--- src/rtl/xsr_rx_fifo.sv ---
// Serial receiver with edge-recentred bit sampler and a DEPTH-entry word FIFO.
// Frames of 1..DATA_W bits are assembled LSB- or MSB-first, right-justified.
module xsr_rx_fifo #(
   parameter int DATA_W    = 64,
   parameter int BAUD_W    = 32,
   parameter int DEPTH     = 8,
   parameter int MSB_FIRST = 0,
   localparam int BITS_W   = $clog2(DATA_W + 1),
   localparam int CNT_W    = $clog2(DEPTH + 1)
) (
   input  logic              clk_i,
   input  logic              reset_ni,
   input  logic [BITS_W-1:0] bits_i,
   input  logic [BAUD_W-1:0] baud_i,
   input  logic              rxd_i,
   input  logic              rxc_i,
   input  logic              ready_i,
   input  logic              clr_ovr_i,
   output logic [DATA_W-1:0] dat_o,
   output logic              valid_o,
   output logic [CNT_W-1:0]  count_o,
   output logic              idle_o,
   output logic              sample_o,
   output logic              overrun_o
);

   localparam int PTR_W = $clog2(DEPTH);

   logic              d0, d1, c0, c1;
   logic              rx_edge;
   logic [BAUD_W-1:0] ctr;
   logic [BITS_W-1:0] bits_left;
   logic [BITS_W-1:0] frame_len;
   logic [BITS_W-1:0] bits_clamped;
   logic [DATA_W-1:0] shreg;
   logic [DATA_W-1:0] shreg_nxt;
   logic [DATA_W-1:0] word;
   logic              push;
   logic              pop;
   logic              full;
   logic              wr_en;

   logic [DATA_W-1:0] mem [DEPTH];
   logic [PTR_W-1:0]  wr_ptr;
   logic [PTR_W-1:0]  rd_ptr;
   logic [CNT_W-1:0]  count;

   always_ff @(posedge clk_i or negedge reset_ni) begin
      if (!reset_ni) begin
         d0 <= 1'b1;
         d1 <= 1'b1;
         c0 <= 1'b0;
         c1 <= 1'b0;
      end else begin
         d0 <= rxd_i;
         d1 <= d0;
         c0 <= rxc_i;
         c1 <= c0;
      end
   end

   assign rx_edge      = (d0 ^ d1) | (c0 & ~c1);
   assign idle_o       = (bits_left == '0);
   assign sample_o     = ~rx_edge & ~idle_o & (ctr == '0);
   assign push         = sample_o & (bits_left == BITS_W'(1));
   assign bits_clamped = (bits_i > BITS_W'(DATA_W)) ? BITS_W'(DATA_W) : bits_i;

   always_comb begin
      shreg_nxt = '0;
      word      = '0;
      if (MSB_FIRST != 0) begin
         shreg_nxt = {shreg[DATA_W-2:0], d0};
         word      = shreg_nxt;
      end else begin
         shreg_nxt = {d0, shreg[DATA_W-1:1]};
         word      = shreg_nxt >> (BITS_W'(DATA_W) - frame_len);
      end
   end

   // ctr is reloaded from baud_i on every idle cycle, so its reset value is never observed
   always_ff @(posedge clk_i or negedge reset_ni) begin
      if (!reset_ni) begin
         ctr       <= '0;
         bits_left <= '0;
         frame_len <= '0;
         shreg     <= '0;
      end else if (rx_edge) begin
         if (idle_o) begin
            bits_left <= bits_clamped;
            frame_len <= bits_clamped;
            shreg     <= '0;
         end
         ctr <= baud_i >> 1;
      end else if (sample_o) begin
         ctr       <= baud_i;
         bits_left <= bits_left - BITS_W'(1);
         shreg     <= shreg_nxt;
      end else if (idle_o) begin
         ctr <= baud_i;
      end else begin
         ctr <= ctr - BAUD_W'(1);
      end
   end

   assign valid_o = (count != '0);
   assign full    = (count == CNT_W'(DEPTH));
   assign pop     = valid_o & ready_i;
   assign wr_en   = push & (~full | pop);
   assign count_o = count;
   assign dat_o   = valid_o ? mem[rd_ptr] : '0;

   always_ff @(posedge clk_i) begin
      if (wr_en) mem[wr_ptr] <= word;
   end

   always_ff @(posedge clk_i or negedge reset_ni) begin
      if (!reset_ni) begin
         wr_ptr    <= '0;
         rd_ptr    <= '0;
         count     <= '0;
         overrun_o <= 1'b0;
      end else begin
         wr_ptr <= wr_ptr + PTR_W'(wr_en);
         rd_ptr <= rd_ptr + PTR_W'(pop);
         unique case ({wr_en, pop})
            2'b10:   count <= count + CNT_W'(1);
            2'b01:   count <= count - CNT_W'(1);
            default: count <= count;
         endcase
         if (push & full & ~pop) overrun_o <= 1'b1;
         else if (clr_ovr_i)     overrun_o <= 1'b0;
      end
   end

endmodule

--- config.mk ---
export PLATFORM = sky130hd
export DESIGN_NAME = xsr_rx_fifo
export DESIGN_NICKNAME = d
export VERILOG_FILES = /design/src/rtl/xsr_rx_fifo.sv
export SDC_FILE = /design/constraint.sdc
export NUM_CORES = 1
export LEC_CHECK = 0
export BUFFER_PORTS_ARGS = -buffer_cell sky130_fd_sc_hd__buf_2
export CAP_MARGIN = 20
export CORE_AREA = 2 2 227 340
export DETAILED_ROUTE_END_ITERATION = 16
export DIE_AREA = 0 0 229 342
export GPL_TIMING_DRIVEN = 1
export RECOVER_POWER = 100
export SLEW_MARGIN = 10
export SYNTH_ARGS = -nofsm -noshare
export SYNTH_HDL_FRONTEND = slang
export SYNTH_SLANG_ARGS = --single-unit
--- constraint.sdc ---
create_clock -name clk_i -period 7.51 [get_ports clk_i]
set_input_delay 1.502 -clock clk_i [delete_from_list [all_inputs] [get_ports clk_i]]
set_output_delay 1.502 -clock clk_i [all_outputs]
set_load 0.005 [all_outputs]
==> results of run 1 <==
[state kept, by name, summed over array words and instances, names as in the netlist]
register / count
bits_left: 7
shreg: 63
d1: 1
rd_ptr: 3
frame_len: 7
wr_ptr: 3
d0: 1
count_o: 4
mem: 512
ctr: 32
c1: 1
overrun_o: 1
c0: 1
[area by class of cell]
cell class,count,area share (%)
clock inverter,41,1.139
inverter,28,0.3148
sequential,636,55.39
tap,1008,3.778
clock buffer,68,4.587
timing repair buffer,167,2.395
multi-input combinational,1265,32.40
[path summary, 6_finish.rpt]
path | startpoint | endpoint | slack [ps] | depth (start not counted)
setup / recovery | ctr[10] | mem[0][58] | 1530 | 8
hold / removal | c0 | c1 | 380 | 0
setup reg to reg | ctr[10] | mem[0][58] | 1530 | 8
hold reg to reg | c0 | c1 | 380 | 0
max in group asynchronous | reset_ni | shreg[56] | 2410 | 2
min in group asynchronous | reset_ni | ctr[17] | 2130 | 1
[cells in the mapped netlist, types with 23 or more instances]
cell      count
nand3_1      49
inv_1        27
edfxtp_1    512
o21ai_0      98
xnor2_1      24
buf_1        29
mux4_2      180
mux2_2       34
a21oi_1      46
o221ai_1     23
mux2i_1     131
nand2_1     256
nor2_1      158
nor3_1       33
o22ai_1      25
dfrtp_1     122
clkbuf_1     77
buf_2        30
[layout by cell type, fill, tap and decap left out, types with 22 or more instances in the layout]
| cell type | n |
|---|---|
| a21oi_1 | 45 |
| buf_2 | 51 |
| buf_4 | 22 |
| clkbuf_1 | 80 |
| clkbuf_16 | 60 |
| dfrtp_1 | 118 |
| edfxtp_1 | 512 |
| inv_1 | 28 |
| mux2_2 | 28 |
| mux2i_1 | 130 |
| mux4_2 | 180 |
| nand2_1 | 255 |
| nand3_1 | 49 |
| nor2_1 | 157 |
| nor3_1 | 32 |
| o21ai_0 | 108 |
| o221ai_1 | 23 |
| o22ai_1 | 25 |
[logic make-up (layout without fill, tap and decap cells)]
group           after synthesis  in the layout  synth area share [%]
flops                       636            636                 61.78
simple gates                558            558                 8.056
mux                         345            345                 19.22
compound gates              306            306                 6.734
buf+inv                     172            304                 2.422
xor+xnor                     44             44                 1.288
fa+ha+maj                    12             12                0.5019
[critical path, stage by stage, from the launching register on]
cell,delay [ps]
dfrtp_1,410
or4_1,610
or4_1,610
or3_1,620
nor2_1,320
nand3b_1,160
nor3_1,170
clkbuf_1,1310
clkbuf_2,1230
[report_power, final]
part	total [mW]	leakage [nW]	internal, mW	switching [mW]
Combinational	0.836	4.14	0.431	0.405
Sequential	4.08	7.55	3.81	0.275
Clock	2.95	0.905	1.64	1.31
Total	7.87	12.6	5.88	1.99
[stage by stage]
stage	cells	area [um2]	hold WS (ps)
finish	3213	33390	375.1
global route	3213	33390	403.6
CTS	3211	33610	378.8
detailed placement	3102	31700	364.4
global placement	3101	31680	357.7
floorplan	2073	29910	353.7
[metal layers]
| metal | routed length, um | vias up | part of all wire, % |
|---|---|---|---|
| met2 | 40420 | 462 | 53 |
| met1 | 30920 | 9329 | 40 |
| met4 | 2608 | 0 | 3.4 |
| met5 | 0 | - | 0 |
| met3 | 2840 | 124 | 3.7 |
| li1 | - | 8218 | - |
==> run_results.csv, run 1 <==
group,metric,value,unit
clock_network,htreeDepth,2,
setup_path,critPathArrivalTime,6190,ps
floorplanning,die_h,342,um
setup_path,endpoint_kind,"flop",
synth,ys_types,69,
outcome,status,"finished, violations left",
finish,fillCellCount,6938,
clock_network,post-cts-setup-buffers,0,
power_and_ir_drop,finalPower,7.871,mW
synth,synthDominantCellAreaShare,51.40,%
timing,rsz0062_at_grt,"false",
synth,synth_top_flop_cell,"edfxtp_1",
synth,async_flop_share,19.50,%
synth,yosys.area.top_type,"edfxtp_1",
synth,synth.avg_cell_area,14.43,um2
placement,gp_congestion,0.9412,
timing,hold_viol_final,0,
placement,post-place-ws,2854,ps
outcome,violations,"max-capacitance violations, max-slew violations",
clock_network,cts-hold-fix-buffers,0,
finish,area_growth,11.62,%
synth,syn_area,0.02991,mm2
timing,worst_pin_slew,3715,ps
power_and_ir_drop,ir_drop,225.9,uV
timing,fmax,0.1673,GHz
job,drv_cap,16,
floorplanning,fp.dieW,229,um
timing,finalSetupTns,0,ps
synth,synth-edff-count,512,
global_route,grt_use_met1,24.37,%
synth,yosys_warnings,0,
clock_network,clock_sinks,636,
synth,syn_inst,2073,
timing,slew_headroom,-147.7,%
finish,antenna_cells,0,
finish,fin_util,44.10,%
floorplanning,core,0.07571,mm2
floorplanning,start_util,39.51,%
global_route,busiest_layer,"met2",
placement,dp_hpwl,51290,um
clock_network,cts_buffers,58,
min_path,hold_class,"reg -> reg",
synth,ys_ff_latch,636,
setup_path,critPathLaunchType,"flop",
clock_network,clock_latency,650,ps
floorplanning,ioPinCount,117,
detailed_routing,drc,0,
global_route,grtUsageMet2,35.27,%
placement,port_buffers,116,
timing,skew,45.41,ps
global_route,grt_max_degree,112,
global_route,use_met3,2.214,%
synth,syn_nets,2130,
clock_network,clk_pin_slew_worst_paths,60,ps
detailed_routing,drt_wl_total,76790,um
clock_network,cts_resized,0,
floorplanning,die_area,0.07832,mm2
global_route,grt_pass1_wl,117300,um
clock_network,cts_tree,"done",
finish,multiInputGateArea,0.01082,mm2
detailed_routing,viasPerCell,5.644,
detailed_routing,drtIter0Drc,1385,
global_route,gr-total-overflow,0,
finish,drive_above_1_share,18.96,%
global_route,grt_use_total,19.60,%
timing,fin_crit,5976,ps
detailed_routing,ant_nets,0,
detailed_routing,first_pass_iters,5,
clock_network,clock-root-buffer,"clkbuf_16",
synth,synth.area.top_cells,"edfxtp_1, mux4_2, dfrtp_1",
timing,finalSetupViolations,0,
setup_path,path_max_fanout,41,
floorplanning,rows,124,
timing,maxSlewViolCount,667,
timing,worst_slack,1534,ps
power_and_ir_drop,leakage,12.60,nW
finish,final_nets,2213,
power_and_ir_drop,pwr_density_cell,235.8,mW/mm2
detailed_routing,via_count,18130,
synth,ys_seq_area_share,61.78,%
finish,regArea,0.01849,mm2
global_route,grt_pass1_vias,18540,
detailed_routing,wire_per_inst,23.90,um
setup_path,crit_type,"reg -> reg",
timing,fin_crit_sh,79.57,%
clock_network,clock_path_buffers,3,
setup_path,critical_path_required,7730,ps
global_route,antenna_found_initial,0,
Note: power is estimated with default switching activity, not from simulation.
==> run 2, diff against run 1 <==
==> constraint.sdc (replaced) <==
create_clock -name clk_i -period 5.6 [get_ports clk_i]
set_input_delay 1.12 -clock clk_i [delete_from_list [all_inputs] [get_ports clk_i]]
set_output_delay 1.12 -clock clk_i [all_outputs]
set_load 0.005 [all_outputs]
==> run 2 against run 1 <==
The flow still finishes with violations (max-capacitance violations, max-slew violations); cell count is 0.78% higher; non-clock buffer count is 26 higher; count of clock-buffer cells in the layout stayed put; combinational power is 53% higher; critical path depth is 1 lower; critical endpoint is now mem[3][57]; largest cell class unchanged; largest power group unchanged.
==> run_results.csv, run 2 (same netlist as run 1, synthesis figures left out) <==
group,metric,value,unit
power_and_ir_drop,leakage,12.75,nW
floorplanning,ioPinCount,117,
detailed_routing,wire_per_inst,24.48,um
clock_network,cts-hold-fix-buffers,0,
finish,area_growth,12.71,%
clock_network,clock_latency,660,ps
clock_network,clock-root-buffer,"clkbuf_16",
setup_path,path_buf_inv,1,
setup_path,critPathLaunchType,"flop",
job,drv_cap,5,
finish,drive_above_1_share,19.87,%
global_route,grt_use_total,20.11,%
finish,fin_util,44.53,%
clock_network,cts_tree,"done",
timing,maxSlewViolCount,237,
power_and_ir_drop,ir_drop,298.1,uV
timing,fin_crit,4820,ps
setup_path,endpoint_kind,"flop",
placement,port_buffers,116,
clock_network,clock_path_buffers,3,
placement,dp_hpwl,53030,um
setup_path,cp_cell_sequence,"or4_1 -> or4_1 -> or3_1 -> nor2_1 -> nand4_1 -> nor2_1 -> buf_12",
clock_network,post-cts-setup-buffers,0,
detailed_routing,first_pass_iters,5,
detailed_routing,via_count,18510,
finish,largest_reg_flops,512,
placement,dpl_cell_area,0.03205,mm2
floorplanning,rows,124,
detailed_routing,drt_wl_total,79260,um
floorplanning,die_area,0.07832,mm2
timing,fmax,0.2075,GHz
detailed_routing,viasPerCell,5.717,
power_and_ir_drop,seqPwrFrac,49.9,%
outcome,violations,"max-capacitance violations, max-slew violations",
detailed_routing,drtIter0Drc,1581,
outcome,status,"finished, violations left",
clock_network,clock_sinks,636,
global_route,grt_max_degree,129,
floorplanning,fp.dieW,229,um
finish,stdcell_count,3238,
setup_path,crit_slowest_cell,"nor2_1",
setup_path,max_stage_delay,1120,ps
setup_path,path_max_fanout,36,
power_and_ir_drop,intPower,7.961,mW
setup_path,crit_family,"simple AND/OR/NAND/NOR gates",
floorplanning,start_util,39.51,%
power_and_ir_drop,power_switching,2.797,mW
placement,dp_cells,3130,
setup_path,crit_type,"reg -> reg",
power_and_ir_drop,p_sw_share,26.00,%
timing,fin_crit_sh,86.07,%
timing,slew_headroom,-108.9,%
floorplanning,core,0.07571,mm2
timing,finalSetupViolations,0,
timing,hold_viol_final,0,
timing,skew,56.63,ps
setup_path,critical_path_required,5880,ps
finish,design_area,0.03371,mm2
global_route,grt_pass1_vias,19000,
setup_path,critPathArrivalTime,5100,ps
finish,largest-register,"mem",
finish,top_regs,"mem (512), shreg (63), ctr (32)",
clock_network,cts_resized,0,
finish,final_nets,2239,
power_and_ir_drop,pwr-share-comb,11.9,%
global_route,gr-total-overflow,0,
clock_network,cts_buffers,58,
clock_network,htreeDepth,2,
finish,antenna_cells,0,
power_and_ir_drop,pwr-share-clk,38.1,%
global_route,antenna_found_initial,2,
detailed_routing,ant_nets,0,
placement,gp_congestion,0.9973,
floorplanning,die_h,342,um
global_route,grt_pass1_wl,120400,um
power_and_ir_drop,pwr_density_cell,319.1,mW/mm2
clock_network,clk_pin_slew_worst_paths,70,ps
detailed_routing,drc,0,
finish,final_common_cell,"edfxtp_1",
finish,layout_common_cells,"edfxtp_1, nand2_1, mux4_2",
min_path,hold_class,"reg -> reg",
timing,worst_pin_slew,3133,ps
timing,rsz0062_at_grt,"false",
## run 2: path summary, 6_finish.rpt
| check | from | end | slack (ps) | depth (start not counted) |
|---|---|---|---|---|
| hold reg to reg | c0 | c1 | 380 | 0 |
| min in group asynchronous | reset_ni | ctr[1] | 1280 | 1 |
| setup reg to reg | ctr[10] | mem[3][57] | 780 | 7 |
| max in group asynchronous | reset_ni | rd_ptr[0] | 1760 | 2 |
| setup / recovery | ctr[10] | mem[3][57] | 780 | 7 |
| hold / removal | c0 | c1 | 380 | 0 |
## run 2: final cells by class
| type | count | area, um2 |
|---|---|---|
| well taps | 1008 | 1261 |
| flip-flops and latches | 636 | 18490 |
| multi-input cells | 1265 | 10820 |
| clock inverters | 40 | 456.7 |
| fillers | 6828 | 42000 |
| repair buffers | 193 | 1070 |
| clock buffers | 68 | 1510 |
| inverters | 28 | 105.1 |
## run 2: through the flow
step	TNS [ps]	power, mW	hold WS (ps)	worst slack (ps)
3_3_place_gp	0	6.792	370.2	1467
4_1_cts	0	10.91	388.3	1091
3_5_place_dp	0	6.821	372.1	1402
2_1_floorplan	-194740	6.383	353.7	-1521
6_report	0	10.76	381.2	780.0
5_1_grt	0	11.15	406.8	514.6
## run 2: power groups by stage
stage | clock network, mW | registers [mW] | logic (mW)
2_1_floorplan | 0 | 5.26 | 1.13
4_1_cts | 4.19 | 5.38 | 1.34
3_5_place_dp | 0 | 5.48 | 1.34
6_report | 4.10 | 5.37 | 1.28
5_1_grt | 4.36 | 5.40 | 1.39
3_3_place_gp | 0 | 5.48 | 1.32
## run 2: metal layers
metal / vias to the layer above / routed length [um] / GRT usage [%] / part of all wire [%]
met5: - / 27 / 0 / 0.034
met4: 4 / 3009 / 7.495 / 3.8
met3: 156 / 3154 / 2.505 / 4.0
met2: 480 / 41100 / 35.76 / 52
met1: 9587 / 31960 / 25.14 / 40
li1: 8285 / - / - / -
## run 2: worst reg2reg max path: stages, from the launching register on
cell	delay, ps
dfrtp_1	410
or4_1	600
or4_1	630
or3_1	610
nor2_1	380
nand4_1	280
nor2_1	1120
buf_12	370
